**src/rtl/calc_eval_ctrl.sv**
```systemverilog
// Expression-reduction engine: owns an operand stack and an operator stack and reduces
// (a op b) pairs from them, once or until the operator stack runs dry.
module calc_eval_ctrl #(
    parameter int WIDTH      = 16,
    parameter int OPND_DEPTH = 8,
    parameter int OP_DEPTH   = 8,
    localparam int OCW = $clog2(OPND_DEPTH + 1),
    localparam int PCW = $clog2(OP_DEPTH + 1)
) (
    input  logic             clk,
    input  logic             reset,
    input  logic             opnd_push,
    input  logic [WIDTH-1:0] opnd_din,
    input  logic             op_push,
    input  logic [1:0]       op_din,
    input  logic             start,
    input  logic             mode,
    output logic             busy,
    output logic             complete,
    output logic [WIDTH-1:0] result,
    output logic [1:0]       err,
    output logic [OCW-1:0]   opnd_count,
    output logic [PCW-1:0]   op_count
);
    localparam int OAW = (OPND_DEPTH > 1) ? $clog2(OPND_DEPTH) : 1;
    localparam int PAW = (OP_DEPTH > 1) ? $clog2(OP_DEPTH) : 1;

    localparam logic [1:0] OP_ADD = 2'b00, OP_SUB = 2'b01, OP_MUL = 2'b10, OP_DIV = 2'b11;
    localparam logic [1:0] ERR_NONE = 2'b00, ERR_UNDER = 2'b01, ERR_OVER = 2'b10, ERR_DIVZ = 2'b11;

    typedef enum logic [2:0] {IDLE, CHECK, POP_B, POP_A, EXEC, PUSH, DONE} state_t;
    state_t state, stateNext;

    logic [WIDTH-1:0] opndMem [OPND_DEPTH];
    logic [1:0]       opMem   [OP_DEPTH];
    logic [OCW-1:0]   opndCnt;
    logic [PCW-1:0]   opCnt;
    logic [WIDTH-1:0] opA, opB, res;
    logic [1:0]       opr;
    logic             loopMode;
    logic [1:0]       errReg;

    logic [OAW-1:0] opndTop, opndFree;
    logic [PAW-1:0] opTop, opFree;
    logic           opndFull, opFull, loopEnd, underflow, divZero;

    function automatic logic [WIDTH-1:0] aluOp(input logic [WIDTH-1:0] a, b, input logic [1:0] op);
        case (op)
            OP_ADD:  aluOp = a + b;
            OP_SUB:  aluOp = a - b;
            OP_MUL:  aluOp = a * b;
            default: aluOp = (b == '0) ? '0 : a / b;
        endcase
    endfunction

    assign opndTop   = OAW'(opndCnt - OCW'(1));
    assign opndFree  = OAW'(opndCnt);
    assign opTop     = PAW'(opCnt - PCW'(1));
    assign opFree    = PAW'(opCnt);
    assign opndFull  = (opndCnt == OCW'(OPND_DEPTH));
    assign opFull    = (opCnt == PCW'(OP_DEPTH));
    // A drained operator stack with a surviving result is the normal exit of loop mode.
    assign loopEnd   = (opCnt == '0) && loopMode && (opndCnt != '0);
    assign underflow = !loopEnd && ((opCnt == '0) || (opndCnt < OCW'(2)));
    assign divZero   = (opr == OP_DIV) && (opB == '0);

    always_ff @(posedge clk) begin
        if (reset) state <= IDLE;
        else       state <= stateNext;
    end

    always_comb begin
        stateNext = state;
        case (state)
            IDLE:    if (start) stateNext = CHECK;
            CHECK:   stateNext = (loopEnd || underflow) ? DONE : POP_B;
            POP_B:   stateNext = POP_A;
            POP_A:   stateNext = EXEC;
            EXEC:    stateNext = divZero ? DONE : PUSH;
            PUSH:    stateNext = loopMode ? CHECK : DONE;
            DONE:    stateNext = IDLE;
            default: stateNext = IDLE;
        endcase
    end

    always_ff @(posedge clk) begin
        if (reset) begin
            opndCnt  <= '0;
            opCnt    <= '0;
            errReg   <= ERR_NONE;
            loopMode <= 1'b0;
        end else begin
            case (state)
                IDLE: begin
                    if (start) begin
                        loopMode <= mode;
                        errReg   <= ERR_NONE;
                    end
                    // An overflow in the start cycle is reported rather than cleared.
                    if (opnd_push) begin
                        if (opndFull) errReg <= ERR_OVER;
                        else begin
                            opndMem[opndFree] <= opnd_din;
                            opndCnt           <= opndCnt + OCW'(1);
                        end
                    end
                    if (op_push) begin
                        if (opFull) errReg <= ERR_OVER;
                        else begin
                            opMem[opFree] <= op_din;
                            opCnt         <= opCnt + PCW'(1);
                        end
                    end
                end
                CHECK: if (underflow) errReg <= ERR_UNDER;
                POP_B: begin
                    opB     <= opndMem[opndTop];
                    opndCnt <= opndCnt - OCW'(1);
                end
                POP_A: begin
                    opA     <= opndMem[opndTop];
                    opndCnt <= opndCnt - OCW'(1);
                    opr     <= opMem[opTop];
                    opCnt   <= opCnt - PCW'(1);
                end
                EXEC: begin
                    if (divZero) errReg <= ERR_DIVZ;
                    else         res    <= aluOp(opA, opB, opr);
                end
                PUSH: begin
                    opndMem[opndFree] <= res;
                    opndCnt           <= opndCnt + OCW'(1);
                end
                default: ;
            endcase
        end
    end

    assign busy       = (state != IDLE);
    assign complete   = (state == DONE);
    assign result     = (opndCnt == '0) ? '0 : opndMem[opndTop];
    assign err        = errReg;
    assign opnd_count = opndCnt;
    assign op_count   = opCnt;
endmodule

```
**config.mk**
```make
export PLATFORM = sky130hd
export DESIGN_NAME = calc_eval_ctrl
export DESIGN_NICKNAME = d
export VERILOG_FILES = /design/src/rtl/calc_eval_ctrl.sv
export SDC_FILE = /design/constraint.sdc
export NUM_CORES = 1
export LEC_CHECK = 0
export ABC_AREA = 1
export BUFFER_PORTS_ARGS = -buffer_cell sky130_fd_sc_hd__buf_2
export CORE_ASPECT_RATIO = 0.6
export CORE_MARGIN = 2
export CORE_UTILIZATION = 65
export CTS_BUF_LIST = sky130_fd_sc_hd__clkbuf_16
export DETAILED_ROUTE_END_ITERATION = 12
export GPL_TIMING_DRIVEN = 0
export MAX_ROUTING_LAYER = met4
export PLACE_DENSITY = 0.92
export SLEW_MARGIN = 20
export SYNTH_ARGS = -nofsm -noshare
export SYNTH_HDL_FRONTEND = slang
export SYNTH_SLANG_ARGS = --single-unit
export TNS_END_PERCENT = 30
```
**constraint.sdc**
```tcl
create_clock -name clk -period 27.3 [get_ports clk]
set_input_delay 1.365 -clock clk [delete_from_list [all_inputs] [get_ports clk]]
set_output_delay 1.365 -clock clk [all_outputs]
set_load 0.01 [all_outputs]
```
# Yosys cells after proc, flatten, opt, wreduce, memory -nomap -nowiden
# Memory sizes are Yosys's and may differ from the RTL's. A register that Yosys moved wholly into a read port is not among the register bits.
# Cells that the tools add are included.
[classes] reduce_logical=25 n_div=1 eq_ne=18 order_cmp=1 bitwise_logic=3 multipliers=1 n_mux=36 n_addsub=6
[op_table] cell="$mux W16" n=3
[op_table] cell="$pmux W16 S3" n=1
[op_table] cell="$pmux W3 S6" n=1
[op_table] cell="$add A16 B16 Y16" n=1
[op_table] cell="$div A16 B16 Y16" n=1
[op_table] cell="$logic_not A16 Y1" n=1
[op_table] cell="$mul A16 B16 Y16" n=1
[op_table] cell="$mux W2" n=8
[op_table] cell="$mux W4" n=4
[op_table] cell="$sub A16 B16 Y16" n=1
[op_table] cell="$ne A2 B2 Y1 const B" n=7
[op_table] cell="$mux W1" n=13
[op_table] cell="$pmux W4 S3" n=1
[op_table] cell="$reduce_and A3 Y1" n=4
[op_table] cell="$eq A3 B3 Y1 const B" n=3
[op_table] cell="$mux W3" n=3
[op_table] cell="$reduce_bool A3 Y1" n=3
[op_table] cell="$add A4 B1 Y4 const B" n=2
[op_table] cell="$eq A4 B4 Y1 const B" n=2
[op_table] cell="$logic_not A4 Y1" n=2
[op_table] cell="$pmux W4 S2" n=1
[op_table] cell="$sub A4 B1 Y4 const B" n=2
[op_table] cell="$eq A3 B2 Y1 const B" n=2
[op_table] cell="$pmux W2 S3" n=1
[op_table] cell="15 further kinds" n=23
[word_totals] mem_bits_rw=144 out_inout_bits=28 register_bits=62 input_bits=24 elab_cells=101 n_memories=2
[memory_table] name="opndMem" depth=8 width=16 rd=1 rd_clocked_by_memory_dff=0 write_ports=1 line="34" rtl="logic [WIDTH-1:0] opndMem [OPND_DEPTH];"
[memory_table] name="opMem" depth=8 width=2 rd=1 rd_clocked_by_memory_dff=1 write_ports=1 line="35" rtl="logic [1:0] opMem [OP_DEPTH];"

# Longest topological paths before layout
# Gate-level depths: netlist of the first run.
[logic_depth] depth_word=8 depth_mapped=236

# Least setup slack after synthesis of the first run
# Ideal clock, no wire load.
[synth_timing] kind="reg-to-reg" startpoint="register opB[0], read port of opndMem" endpoint="register res[0], data pin" n_path_buf=5 path_slack_ns=3.912 stages_incl_launch_ff=225 setup_ns=0.272 period_less_slack_ns=23.388 arrival_time_ns=23.116 path_cell_list="edfxtp_1 > inv_1 > ha_1 > o21ai_0 > nor2_1 > nand3_1 > o21ai_1 > nand2_1 > nand2_1 > ha_1 > nand2_1 > inv_1 > o21ai_0 > nor2_1 > o21ai_0 > nand3_1 > and2_1 > ha_1 > [... 189 more ...] > a21oi_2 > inv_2 > buf_2 > o21ai_1 > ha_1 > o21a_1 > o21a_1 > o21a_1 > o21a_1 > o21a_1 > o21ai_0 > nand2_1 > a21oi_1 > nor3_1 > nor4_1 > o21ai_0 > nand2_1 > o211ai_1"
[synth_between] elab_chain_cells=3 word_cells_on_any_way=7 cone_classes="add/sub: 2; mul: 1; div: 1; mux: 2; reduce/logical: 1"
[synth_lines] element="start: declaration" line="38" rtl="logic [WIDTH-1:0] opA, opB, res;"
[synth_lines] element="$div A16 B16 Y16 / $logic_not A16 Y1 (equally long branches)" line="52" rtl="default: aluOp = (b == '0) ? '0 : a / b;"
[synth_lines] element="$mux W16" line="52"
[synth_lines] element="$pmux W16 S3 *" line="48" rtl="case (op)"
[synth_lines] element="end signal: assignment" line="128" rtl="else res <= aluOp(opA, opB, opr);"
[synth_lines] element="end: declaration" line="38"
# Mark *: on every way between the ends. The rest lies on a longest branch, timed or not.
# A chain may end at the register's enable or synchronous reset.

# Final worst setup path of the first run
[layout_timing] startpoint="register opB[14], read port of opndMem" endpoint="register res[0], data pin"
[layout_between] elab_chain_cells=3 word_cells_on_any_way=4 cone_classes="div: 1; mux: 2; reduce/logical: 1"
[layout_lines] element="$div A16 B16 Y16 / $logic_not A16 Y1 (equally long branches)" line="52"
[layout_lines] element="$mux W16 *" line="52"
[layout_lines] element="$pmux W16 S3 *" line="48"
# Marks and branches as above.

==> out/qor.yml, run 1 <==
post_synth.cell_area_avg_um2: 7.741
status: "finished clean"
synth_flop_cell: "edfxtp_1"
tightest_slew_ns: 1.045
grt_pass1_wl_mm: 97.33
power.density_mw_per_mm2: 102.9
synth_seq_cells: 208
final-max-slew-violation-count: 0
maxSlewHeadroom_pct: 30.25
intPower_uw: 1152
final_common_cell: "nand2_1"
required_ns: 27.52
coreArea_mm2: 0.03115
pwr-share-seq_pct: 18.3
path_max_fanout: 10
die_x_um: 233.8
htree_levels: 1
p_leak_uw: 0.01126
crit_top_cell: "nand2_1"
hpwl_mm: 49.03
synth_area_mm2: 0.02060
drcViolationCount: 0
worst_ep_arrival_time_ns: 26.62
syn2layout_area_growth_pct: 12.99
ys_warn_count: 0
clkTransAtPathRegs_ns: 0.08
grt_max_degree: 18
clock-root-buffer: "clkbuf_16"
ant_nets: 0
r2r_setup_slack_ns: 0.89
slowest_stage: "edfxtp_1"
cts_tree: "built"
fp.dieArea_mm2: 0.03318
finalCritPeriodShare_pct: 96.73
worst_setup_path_end_kind: "register"
dr_total_vias: 20034
synth_cell_type_count: 60
antenna_found_initial: 1
placed_area_mm2: 0.02155
fillers: 2180
syn_nets: 2975
startpoint_type: "register"
comb_power_share_pct: 70.2
synth_edf_count: 194
crit_type: "reg2reg"
dpl.cell_count: 3143
wire_per_inst_um: 20.60
drv_cap: 0
ios: 52
hold_viol_final: 0
ir_drop_mv: 0.09261
finalNonFillerCells: 3222
vias_per_cell: 6.218
utilization_pct: 74.71
postLayoutCellArea_mm2: 0.02328
drt_wl_total_mm: 66.37
skew_ns: 0.01478
max_stage_delay_ns: 0.53
grt_pass1_vias: 18597
min_period_ns: 26.41
synthArstFlopShare_pct: 0
finalWeightedCongestion: 0.9957
gr-total-overflow: 0
yosysSeqAreaShare_pct: 29.64
cts_buffer_depth: 3
row_count: 50
switching_power_uw: 1243
drive_above_1_share_pct: 15.16
io_buffer_count: 50
grt_util_all_layers_pct: 39.27
switching_share_pct: 51.90
syn_inst: 2661
hold_path_class: "reg2reg"
clock_latency_ns: 0.51
die_height_um: 141.9
numCtsBuffers: 18
max_freq_mhz: 37.87
setup_violations: 0
nNetsFinal: 3107
first_iter_violations: 3278
drtPass1Iterations: 9
start_util_pct: 66.12
clock-sinks: 208
final_cell_mix: "604 x nand2_1, 413 x inv_1, 208 x nor2_1"
clockPowerShare_pct: 11.5
## worst paths after layout
kind | from | to | cells past startpoint
min reg2reg | err[0] | err[0] | 2
max reg2reg | opB[14] | res[0] | 213
max | opB[14] | res[0] | 213
min | err[0] | err[0] | 2
## what timing repair did
action	in CTS	in global routing
gates resized for setup	28	146
setup endpoints to repair	2	2
pin swaps	2	54
hold buffers	0	0
cloned	0	1
setup buffers	10	40
## synth_stat cells (all sizes together), types with 8 or more instances
cell type / n / area [um^2]
nor3: 28 / 140.1
o21a: 9 / 67.56
dfxtp: 14 / 280.3
nor2: 231 / 940.9
xnor2: 36 / 315.3
edfxtp: 194 / 5826
ha: 209 / 2615
o21bai: 8 / 60.06
nand3: 120 / 738.2
o211ai: 12 / 100.1
o221ai: 12 / 105.1
a211oi: 9 / 67.56
xor2: 61 / 534.3
nor4: 10 / 62.56
buf: 21 / 151.4
inv: 436 / 1637
o22ai: 36 / 225.2
o21ai: 176 / 918.4
a21oi: 111 / 574.3
and2: 17 / 106.4
clkbuf: 69 / 259.0
fa: 81 / 1622
or2: 46 / 287.8
nand2: 668 / 2625
## through the flow
stage	power, uW	setup slack [ns]	TNS (ns)	hold slack (ns)
6_report	2395	0.8937	0	0.5207
5_1_grt	2536	-0.7998	-0.7998	0.5337
4_1_cts	2269	0.03766	0	0.5101
3_5_place_dp	1973	-2.230	-2.230	0.4943
3_3_place_gp	1870	-1.097	-1.097	0.4624
2_1_floorplan	1496	3.912	0	0.4591
## per-layer routing
metal  vias up  global-route usage, %  routed length (um)
li1       8915                      -                   -
met1      9175                  54.52               25070
met2      1631                  55.19               27310
met3       313                  12.96               11380
met4         0                  10.06                2606
met5         -                      -                   0
## power groups by stage
stage / logic [uW] / clock network (uW) / registers (uW)
after floorplan: 1060 / 0 / 436
after global placement: 1430 / 0 / 440
after detailed placement: 1530 / 0 / 441
after CTS: 1560 / 272 / 436
after global routing: 1810 / 283 / 439
final: 1680 / 276 / 438
## critical path, delay by kind of cell (launching register included)
family / cells / cell delay (ns)
buffers and inverters: 29 / 3.13
flip-flops: 1 / 0.53
AO/OA/AOI/OAI: 42 / 6.28
AND/OR/NAND/NOR: 127 / 11.71
adder cells (fa/ha/maj): 15 / 4.39
## registers in the layout, indices dropped and copies added (netlist names), 2 cells and up
name and count:
op_count 4, opndMem 128, opB 16, state 3, opnd_count 4, res 16
opMem 16, err 2, opr 2, opA 16
## cell families after synthesis
logic type	Yosys count	synth area share, %
buffers and inverters	530	10.01
adder cells (fa/ha/maj)	290	20.57
AO/OA/AOI/OAI	399	11.27
AND/OR/NAND/NOR	1135	24.29
flip-flops	208	29.64
multiplexers	2	0.09719
XOR/XNOR	97	4.124
## final cells by class
class	instances	area [um^2]	share of cell area, %
Tap cell	416	520.5	2.236
Buffer	85	451.7	1.941
Multi-Input combinational cell	1923	13120	56.35
Clock buffer	19	475.5	2.043
Timing Repair Buffer	117	788.3	3.387
Sequential cell	208	6106	26.23
Antenna cell	2	5.005	0.02150
Clock inverter	12	135.1	0.5806
Inverter	440	1679	7.214
(Power assumes the default switching activity.)
==> run 2, diff against run 1 <==
--- a/config.mk
+++ b/config.mk
@@ -8,7 +8,7 @@
 export ABC_AREA = 1
 export BUFFER_PORTS_ARGS = -buffer_cell sky130_fd_sc_hd__buf_2
 export CORE_ASPECT_RATIO = 0.6
-export CORE_MARGIN = 2
+export CORE_MARGIN = 1
 export CORE_UTILIZATION = 65
 export CTS_BUF_LIST = sky130_fd_sc_hd__clkbuf_16
 export DETAILED_ROUTE_END_ITERATION = 12
==> run 2 against run 1 <==
Sequential share of layout area is essentially flat; cell count grew 0.12%; critical path depth is the same; global-route usage grew 1.9 points; wire length grew 1.3%.
==> out/qor.yml, run 2 (synthesis results as in run 1) <==
first_iter_violations: 2862  # -13%
dpl.cell_count: 3144  # +0.032%
grt_max_degree: 18  # unchanged
cts_buffer_depth: 3  # unchanged
drtPass1Iterations: 8  # -1
largest_reg_flops: 128  # unchanged
final_cell_mix: "591 x nand2_1, 417 x inv_1, 210 x nor2_1"
worst_setup_path_end_kind: "register"
fp.dieArea_mm2: 0.03243  # -2.3%
max_freq_mhz: 38.12  # +0.67%
comb_power_share_pct: 71.5  # +1.3 points
final_common_cell: "nand2_1"
clockPowerShare_pct: 9.9  # -1.6 points
crit_type: "reg2reg"
setup_violations: 0  # unchanged
grt_pass1_vias: 19067  # +2.5%
io_buffer_count: 50  # unchanged
min_period_ns: 26.23  # -0.1762 ns
nNetsFinal: 3113  # +0.19%
postLayoutCellArea_mm2: 0.02325  # -0.12%
maxSlewHeadroom_pct: 36.63  # +6.4 points
status: "finished clean"
worst_ep_arrival_time_ns: 26.43  # -0.19 ns
final-max-slew-violation-count: 0  # unchanged
fillers: 2164  # -0.73%
htree_levels: 1  # unchanged
start_util_pct: 66.12  # unchanged
power.density_mw_per_mm2: 101.3  # -1.5%
die_height_um: 139.9  # -1.4%
coreArea_mm2: 0.03115  # unchanged
cts_tree: "built"
finalWeightedCongestion: 1.020  # +2.4%
vias_per_cell: 6.237  # +0.31%
wire_per_inst_um: 20.84  # +1.2%
numCtsBuffers: 17  # -1
hold_viol_final: 0  # unchanged
placed_area_mm2: 0.02155  # about the same
path_max_fanout: 10  # unchanged
multi_input_area_mm2: 0.01318  # +0.50%
skew_ns: 0.01691  # +0.002125 ns
power.total_uw: 2356  # -1.6%
drv_cap: 0  # unchanged
crit_top_cell: "nand2_1"
startpoint_type: "register"
slowest_stage: "edfxtp_1"
use_met3_pct: 13.48  # +0.51 points
grt_pass1_wl_mm: 100.3  # +3.0%
whs_ns: 0.5205  # -0.0001420 ns
ff_latch_area_mm2: 0.006106  # unchanged
ant_nets: 0  # unchanged
dr_total_vias: 20122  # +0.44%
hold_path_class: "reg2reg"
p_leak_uw: 0.01125  # about the same
hpwl_mm: 49.56  # +1.1%
top_register: "opndMem"
syn2layout_area_growth_pct: 12.85
cts_hold_buf: 0  # unchanged
intPower_uw: 1112  # -3.5%
gr-total-overflow: 0  # unchanged
die_x_um: 231.8  # -0.86%
switching_power_uw: 1244  # about the same
antenna_found_initial: 1  # unchanged
switching_share_pct: 52.81  # +0.91 points
drcViolationCount: 0  # unchanged
use_met2_pct: 57.63  # +2.4 points
finalCritPeriodShare_pct: 96.08  # -0.65 points
tightest_slew_ns: 0.9495  # -0.09558 ns
ir_drop_mv: 0.1272  # +37%
r2r_setup_slack_ns: 1.07  # +0.18 ns
drive_above_1_share_pct: 15.88  # +0.72 points
row_count: 50  # unchanged
ios: 52  # unchanged
utilization_pct: 74.62  # -0.092 points
clock_latency_ns: 0.51  # about the same
grt_busiest_layer: "met2"
met1_usage_pct: 56.46  # +1.9 points
finalNonFillerCells: 3226  # +0.12%
clock-root-buffer: "clkbuf_16"
drt_wl_total_mm: 67.24  # +1.3%
clkTransAtPathRegs_ns: 0.08  # about the same
pwr-share-seq_pct: 18.6  # +0.3 points
grt_util_all_layers_pct: 41.12  # +1.9 points
clock-sinks: 208  # unchanged
required_ns: 27.50  # -0.02 ns
max_stage_delay_ns: 0.67  # +0.14 ns
run 2: cell types whose count changed in the layout (fill, tap and decap cells not counted), moves of 3 or more:
cell / previous run / this run
nand2_1: 604 / 591
bufinv_16: 3 / 0
o21ai_1: 33 / 30
inv_1: 413 / 417
nand2_2: 56 / 69
o21ai_2: 15 / 18
buf_4: 56 / 62
run 2: cell type report:
cell class                      count  share of cell area (%)
Sequential cell                   208                   26.26
Inverter                          440                   7.244
Clock inverter                     12                  0.2368
Clock buffer                       17                   1.830
Timing Repair Buffer              123                   3.541
Tap cell                          416                   2.239
Multi-Input combinational cell   1923                   56.70
Buffer                             86                   1.938
Antenna cell                        1                 0.01076
run 2: per-layer routing:
layer  vias to the layer above  wire [um]  part of all wire [%]
met5                         -          0                     0
li1                       8924          -                     -
met2                      1639      27690                    41
met1                      9226      25930                    39
met4                         0       2785                   4.1
met3                       333      10840                    16
run 2: final timing paths:
path,start,to,cells past startpoint
max reg2reg,opA[11],res[0],213
min reg2reg,loopMode,loopMode,2
max,opA[11],res[0],213
min,loopMode,loopMode,2
run 2: worst max-delay path, delay by kind of cell (launching register included):
kind / cells / cell delay [ns]
AND/OR/NAND/NOR: 130 / 12.39
AO/OA/AOI/OAI: 41 / 5.86
adder cells (fa/ha/maj): 15 / 4.18
buffers and inverters: 27 / 2.70
flip-flops: 1 / 0.67
run 2: timing repair:
| item | 4_1_cts | 5_1_grt |
|---|---|---|
| gates cloned | 0 | 1 |
| gates resized for setup | 32 | 161 |
| setup buffers | 12 | 43 |
| setup endpoints to repair | 2 | 2 |
| hold endpoints to repair | 0 | 0 |
| pin swaps | 4 | 57 |
run 2: power groups by stage:
stage | combinational (uW) | sequential (uW) | clock, uW
global route | 1830 | 439 | 241
finish | 1680 | 438 | 234
detailed placement | 1520 | 441 | 0
global placement | 1420 | 440 | 0
CTS | 1550 | 436 | 229
floorplan | 1060 | 436 | 0
run 2: through the flow:
stage / worst slack [ns] / setup TNS (ns)
finish: 1.070 / 0
global route: -0.7215 / -0.7215
CTS: 0.04830 / 0
detailed placement: -2.209 / -2.209
global placement: -0.9688 / -0.9688
floorplan: 3.912 / 0
